**config.mk**
```make
export PLATFORM = sky130hd
export DESIGN_NAME = sme_feeder
export DESIGN_NICKNAME = d
export VERILOG_FILES = /design/src/rtl/sme_pkg.sv /design/src/rtl/sme_char_buf.sv /design/src/rtl/sme_feeder.sv
export SDC_FILE = /design/constraint.sdc
export NUM_CORES = 1
export LEC_CHECK = 0
export CORE_ASPECT_RATIO = 0.75
export CORE_UTILIZATION = 45
export CTS_CLUSTER_DIAMETER = 150
export DETAILED_ROUTE_END_ITERATION = 8
export PLACE_DENSITY_LB_ADDON = 0.25
export SKIP_CTS_REPAIR_TIMING = 1
export SYNTH_ARGS = -nofsm -noshare
export SYNTH_HDL_FRONTEND = slang
export SYNTH_HIERARCHICAL = 1
export SYNTH_SLANG_ARGS = --single-unit
```
**constraint.sdc**
```tcl
create_clock -name clk -period 5.8 [get_ports clk]
set_input_delay 1.16 -clock clk [delete_from_list [all_inputs] [get_ports clk]]
set_output_delay 1.16 -clock clk [all_outputs]
set_load 0.02 [all_outputs]
```
**src/rtl/sme_pkg.sv**
```systemverilog
// Shared definitions for the SME character feeder: widths, buffer depths,
// the wait-for-result limit and the job FSM state encoding.
package sme_pkg;

  localparam int CHAR_W    = 8;
  localparam int STR_DEPTH = 32;
  localparam int PAT_DEPTH = 8;
  localparam int TIMEOUT   = 255;

  typedef enum logic [2:0] {
    IDLE     = 3'd0,
    SEND_STR = 3'd1,
    SEND_PAT = 3'd2,
    WAIT     = 3'd3,
    DONE     = 3'd4
  } state_t;

endpackage

```
**src/rtl/sme_char_buf.sv**
```systemverilog
// String (32x8) and pattern (8x8) character storage. One shared write port
// selected by sel (0 = string, 1 = pattern) and one asynchronous read port
// per buffer. Contents are deliberately not reset.
module sme_char_buf
  import sme_pkg::*;
(
  input  logic              clk,
  input  logic              we,
  input  logic              sel,
  input  logic [4:0]        waddr,
  input  logic [CHAR_W-1:0] wdata,
  input  logic [4:0]        str_raddr,
  output logic [CHAR_W-1:0] str_rdata,
  input  logic [2:0]        pat_raddr,
  output logic [CHAR_W-1:0] pat_rdata
);

  logic [CHAR_W-1:0] str_mem [STR_DEPTH];
  logic [CHAR_W-1:0] pat_mem [PAT_DEPTH];

  // Commit a load into whichever buffer sel addresses.
  always_ff @(posedge clk) begin
    if (we && !sel) str_mem[waddr] <= wdata;
    if (we && sel)  pat_mem[waddr[2:0]] <= wdata;
  end

  assign str_rdata = str_mem[str_raddr];
  assign pat_rdata = pat_mem[pat_raddr];

endmodule

```
**src/rtl/sme_feeder.sv**
```systemverilog
// Feeds a stored string and/or pattern to a matching engine one character
// per cycle, then waits for the engine's result (or a timeout) and latches it.
//
// Engine handshake: valid is a single-cycle qualifier for match/match_index.
// It is only consumed while the FSM is in WAIT; at any other time it is
// ignored. There is no back-pressure toward the engine. start is a pulse
// accepted only in IDLE; starts while busy are dropped, not queued.
module sme_feeder
  import sme_pkg::*;
(
  input  logic        clk,
  input  logic        rst,
  input  logic        wr_en,
  input  logic        wr_sel,
  input  logic [4:0]  wr_addr,
  input  logic [7:0]  wr_data,
  input  logic        start,
  input  logic        new_str,
  input  logic [4:0]  str_len_m1,
  input  logic [2:0]  pat_len_m1,
  output logic [7:0]  chardata,
  output logic        isstring,
  output logic        ispattern,
  input  logic        valid,
  input  logic        match,
  input  logic [4:0]  match_index,
  output logic        busy,
  output logic        done,
  output logic        found,
  output logic [4:0]  found_index,
  output logic        timeout,
  output logic [2:0]  fsm_state
);

  localparam logic [7:0] LAST_WAIT = 8'(TIMEOUT - 1);

  state_t      state, state_nxt;
  logic [4:0]  idx, idx_nxt;
  logic [7:0]  wait_cnt, wait_cnt_nxt;
  logic [4:0]  str_len_q;
  logic [2:0]  pat_len_q;
  logic        capture;
  logic        take_result;
  logic        take_timeout;
  logic [7:0]  str_rdata;
  logic [7:0]  pat_rdata;

  // Loads are only accepted while idle, so a running job sees stable buffers.
  sme_char_buf u_buf (
    .clk       (clk),
    .we        (wr_en && (state == IDLE)),
    .sel       (wr_sel),
    .waddr     (wr_addr),
    .wdata     (wr_data),
    .str_raddr (idx),
    .str_rdata (str_rdata),
    .pat_raddr (idx[2:0]),
    .pat_rdata (pat_rdata)
  );

  // FSM state, character index and wait counter registers.
  always_ff @(posedge clk or posedge rst) begin
    if (rst) begin
      state    <= IDLE;
      idx      <= '0;
      wait_cnt <= '0;
    end else begin
      state    <= state_nxt;
      idx      <= idx_nxt;
      wait_cnt <= wait_cnt_nxt;
    end
  end

  // Job lengths are sampled together with an accepted start.
  always_ff @(posedge clk or posedge rst) begin
    if (rst) begin
      str_len_q <= '0;
      pat_len_q <= '0;
    end else if (capture) begin
      str_len_q <= str_len_m1;
      pat_len_q <= pat_len_m1;
    end
  end

  // Result registers hold their value until the next job reaches DONE.
  always_ff @(posedge clk or posedge rst) begin
    if (rst) begin
      found       <= 1'b0;
      found_index <= '0;
      timeout     <= 1'b0;
    end else if (take_result) begin
      found       <= match;
      found_index <= match_index;
      timeout     <= 1'b0;
    end else if (take_timeout) begin
      found       <= 1'b0;
      found_index <= '0;
      timeout     <= 1'b1;
    end
  end

  // Next-state, index/counter update and character stream outputs.
  always_comb begin
    state_nxt    = state;
    idx_nxt      = idx;
    wait_cnt_nxt = '0;
    capture      = 1'b0;
    take_result  = 1'b0;
    take_timeout = 1'b0;
    isstring     = 1'b0;
    ispattern    = 1'b0;
    chardata     = '0;
    case (state)
      IDLE: begin
        if (start) begin
          capture   = 1'b1;
          idx_nxt   = '0;
          state_nxt = new_str ? SEND_STR : SEND_PAT;
        end
      end
      SEND_STR: begin
        isstring = 1'b1;
        chardata = str_rdata;
        if (idx == str_len_q) begin
          idx_nxt   = '0;
          state_nxt = SEND_PAT;
        end else begin
          idx_nxt = idx + 5'd1;
        end
      end
      SEND_PAT: begin
        ispattern = 1'b1;
        chardata  = pat_rdata;
        if (idx[2:0] == pat_len_q) begin
          idx_nxt   = '0;
          state_nxt = WAIT;
        end else begin
          idx_nxt = idx + 5'd1;
        end
      end
      WAIT: begin
        wait_cnt_nxt = wait_cnt + 8'd1;
        // A response arriving on the final allowed cycle still wins.
        if (valid) begin
          take_result = 1'b1;
          state_nxt   = DONE;
        end else if (wait_cnt == LAST_WAIT) begin
          take_timeout = 1'b1;
          state_nxt    = DONE;
        end
      end
      DONE: begin
        state_nxt = IDLE;
      end
      default: begin
        state_nxt = IDLE;
      end
    endcase
  end

  assign busy      = (state != IDLE);
  assign done      = (state == DONE);
  assign fsm_state = state;

endmodule

```
==> results.txt, run 1 <==
The share of total power dissipated in combinational logic is 0.250. The most prevalent standard cell on the critical path is sky130_fd_sc_hd__mux4_2. The worst-skew pair later-pin latency came out at 530 ps. Using the TritonRoute via totals, the vias-per-cell ratio works out to 5.90. The finished cells cover 0.0162 mm². The setup TNS came out at 0 ps. The final hold violation count came to 0. The actual transition at the worst max-transition pin is 1340 ps.

The height of the die came out at 155 µm. The number of sinks driven by the clock tree is 351. The fraction of layout instances using a drive strength above 1 came out at 0.253.

The portion of total power attributed to the clock network is 0.314. The number of distinct standard cells referenced by the synthesized netlist came out at 46. The effective utilization at floorplan came out at 0.461. The remaining design rule violation count came out at 0.

The peak per-stage delay on the critical path is 980 ps. Setup violations remaining at the end of the flow were counted as 0. Setup repair after global routing left no endpoint under its margin. The netlist area before placement came out at 0.0140 mm². From synthesis to final layout, the design area changed by 15.4%.

The cell sitting at the root of the clock tree is a sky130_fd_sc_hd__clkbuf_16. The internal power contribution is approximately 5.1 mW. At the end of routability-driven placement, the weighted congestion stood at 0.790. The post-placement cell count is 1110.

The number of nets in the layout is 785. The analysis attributes to net switching a power of 1.97 mW. The filler cells instantiated in the layout total 2306. The antenna diode count came out at 0.

The quantity of I/O buffers inserted on ports is 55. The total iterations of the first detailed-routing run came out at 5. The finished layout holds 1173 standard cells, fillers aside. The required time of the critical path came out at ~4600 ps. The share of flip-flops with an asynchronous set or reset after synthesis came out at 0.0883. The global route total overflow came out at 0. The clock slew at the register clock pins of the worst setup and hold paths is around 60 ps.

Traced cell by cell, the critical path runs through buf_4, mux4_2, mux4_2, mux2_2, a22o_1, clkdlybuf4s50_1. The maximum clock frequency came out at 192 MHz. The number of nets in the synthesized netlist is 710. The pin count of the biggest net entering global routing came out at 57. The worst supply voltage drop on vdd came out at 281 µV. The part of the Yosys area used for sequential elements is 0.742. The average footprint of a synthesized cell came out at 20.8 µm². The initial antenna violation count came out at 0.

The die footprint came out at 0.0318 mm². Yosys printed 6 warnings. Dividing the detail-routed wire length by the instance count gives 26.2 µm. No sink is reached through more buffers than the 3 on the longest clock path. The smallest setup slack after layout came out at slightly below 600 ps. The area inside the core boundary is around 0.03 mm². The aggregate global-route resource usage is 0.200. The final routed wirelength across all metal layers came out at ~31000 µm. In this run the worst path has a maximum fanout of 44.

The total number of vias is around 7000. The HPWL after detailed placement is 19400 µm. The initialized floorplan defines 55 standard-cell rows.

Power spread over the standard cell area amounts to roughly 440 mW/mm². The max-capacitance violation count came out at 0. The final period demand of the worst path came out at 5200 ps. The setup skew after layout came out at about 11 ps. The violation count after the first detailed-route iteration is around 680. The CTS buffer count is 35. The number of I/O pins came out at 56. The tightest slew margin relative to the limit came out at 0.0964. The worst hold-check slack is 502 ps. The min-delay analysis places its worst path in the category flip-flop to flip-flop.

Leaving out fill and tap cells, the most frequent cells in the layout are 320 x sky130_fd_sc_hd__edfxtp_1, 96 x sky130_fd_sc_hd__mux4_2, 57 x sky130_fd_sc_hd__nor2_1. The post-place setup slack came out at 1080 ps. The critical path class is flip-flop to primary output.

The number of global-route vias before repair came out at roughly 7000. Once layout is complete, the utilization of the core stands at 0.533. The remaining antenna violation count came out at 0.

TritonCTS built the clock tree. Summed over all cells, the static leakage comes to 5.07 nW. The final period utilization came out at 0.897. The die extent in x came out at 206 µm. The switching power share of the total is 0.278.

In this run the number of H-tree levels came out at 2. The count of final max-slew check failures came to 0. The slowest library cell on the worst path is sky130_fd_sc_hd__dfrtp_4. The cell area after placement came out at 0.0150 mm². The first-pass GRT wire length is 45600 µm. STA classifies the critical path endpoint as a primary output. Synthesis inferred approximately 350 register bits.

Data arrives at the worst endpoint at about 4000 ps. The run finished with clean final reports. Of the total power, registers draw 0.436. Counting flops with a built-in enable in the synthesized netlist gives 320. Among all flip-flop cells after synthesis, the most frequent one is sky130_fd_sc_hd__edfxtp_1.

The total power came out at 7.08 mW. STA classifies the critical path startpoint as a flip-flop. The most common library cell in the layout ignoring fill and taps is sky130_fd_sc_hd__edfxtp_1. Synthesis produced a netlist whose cell count is around 670.
[cell families after synthesis]
group / count (synthesis) / synth area share
fa+ha+maj: 3 / 0.00268
simple gates: 111 / 0.0392
compound gates: 32 / 0.0194
xor+xnor: 14 / 0.00876
mux: 120 / 0.174
buf+inv: 42 / 0.0147
flops: 351 / 0.742
[synth_stat cells (all sizes together) (4+ instances only)]
cell type | n | area [µm²]
nor3 | 9 | 61.3
inv | 9 | 33.8
a22o | 14 | 123
mux2 | 24 | 270
o21ai | 4 | 20.0
clkbuf | 12 | 45.0
mux4 | 96 | 2160
nand2 | 8 | 30.0
nand3b | 6 | 45.0
dfrtp | 31 | 776
xor2 | 5 | 43.8
nand2b | 4 | 25.0
and2 | 4 | 25.0
buf | 20 | 123
nor2 | 57 | 214
nand3 | 10 | 50.1
xnor2 | 9 | 78.8
edfxtp | 320 | 9610
[worst max-delay path: cells and delay by family, from the launching register on]
family / cells / cell delay [ps]
flops: 1 / 980
mux: 3 / 1390
buf+inv: 2 / 900
compound gates: 1 / 220
[worst paths after layout]
kind	from	to	slack [ps]	depth (start not counted)
worst min register to register	found$_DFFE_PP0P_	found$_DFFE_PP0P_	500	1
worst min-delay path	found$_DFFE_PP0P_	found$_DFFE_PP0P_	500	1
min in group asynchronous	rst	wait_cnt[5]$_DFF_PP0_	1250	2
worst max register to register	fsm_state[1]$_DFFE_PP0P_	u_buf/str_mem[27][0]$_DFFE_PP_	2330	5
max in group asynchronous	rst	idx[1]$_DFFE_PP0P_	3730	2
worst max-delay path	idx[1]$_DFFE_PP0P_	chardata[7]	600	6
[layout make-up]
type                       instances  area (µm²)  share of cell area
inverter                          10        37.5             0.00232
clock inverter                    15         124             0.00766
timing repair buffer              70         688              0.0426
clock buffer                      48        1010              0.0624
multi-input combinational        280        3410               0.211
sequential                       351       10400               0.643
tap                              399         499              0.0309
[sequential cells by signal, summed over array words and instances (netlist names)]
name and flops:
timeout 1, pat_len_q 3, found_index 5, u_buf/pat_mem 64, u_buf/str_mem 256, str_len_q 5, fsm_state 3, idx 5
found 1, wait_cnt 8
[per-layer routing]
metal  GRT usage  vias up  part of all wire
met3      0.0297       43             0.060
met1       0.309     3704              0.46
li1            -     2916                 -
met4      0.0526        0             0.018
met5           0        -                 0
met2       0.300      255              0.46
[power groups by stage]
stage	clock, mW	sequential, mW	combinational (mW)
2_1_floorplan	0	3.00	1.29
3_3_place_gp	0	3.14	1.75
3_5_place_dp	0	3.15	1.77
4_1_cts	2.27	3.10	1.78
5_1_grt	2.35	3.12	1.86
6_report	2.22	3.09	1.77
(Power assumes the default switching activity.)
==> inputs of run 2 (changes only) <==
- HOLD_SLACK_MARGIN: not set -> 0.02
==> results of run 2 <==
Final layout, timing and power as in run 1 (identical DEF).
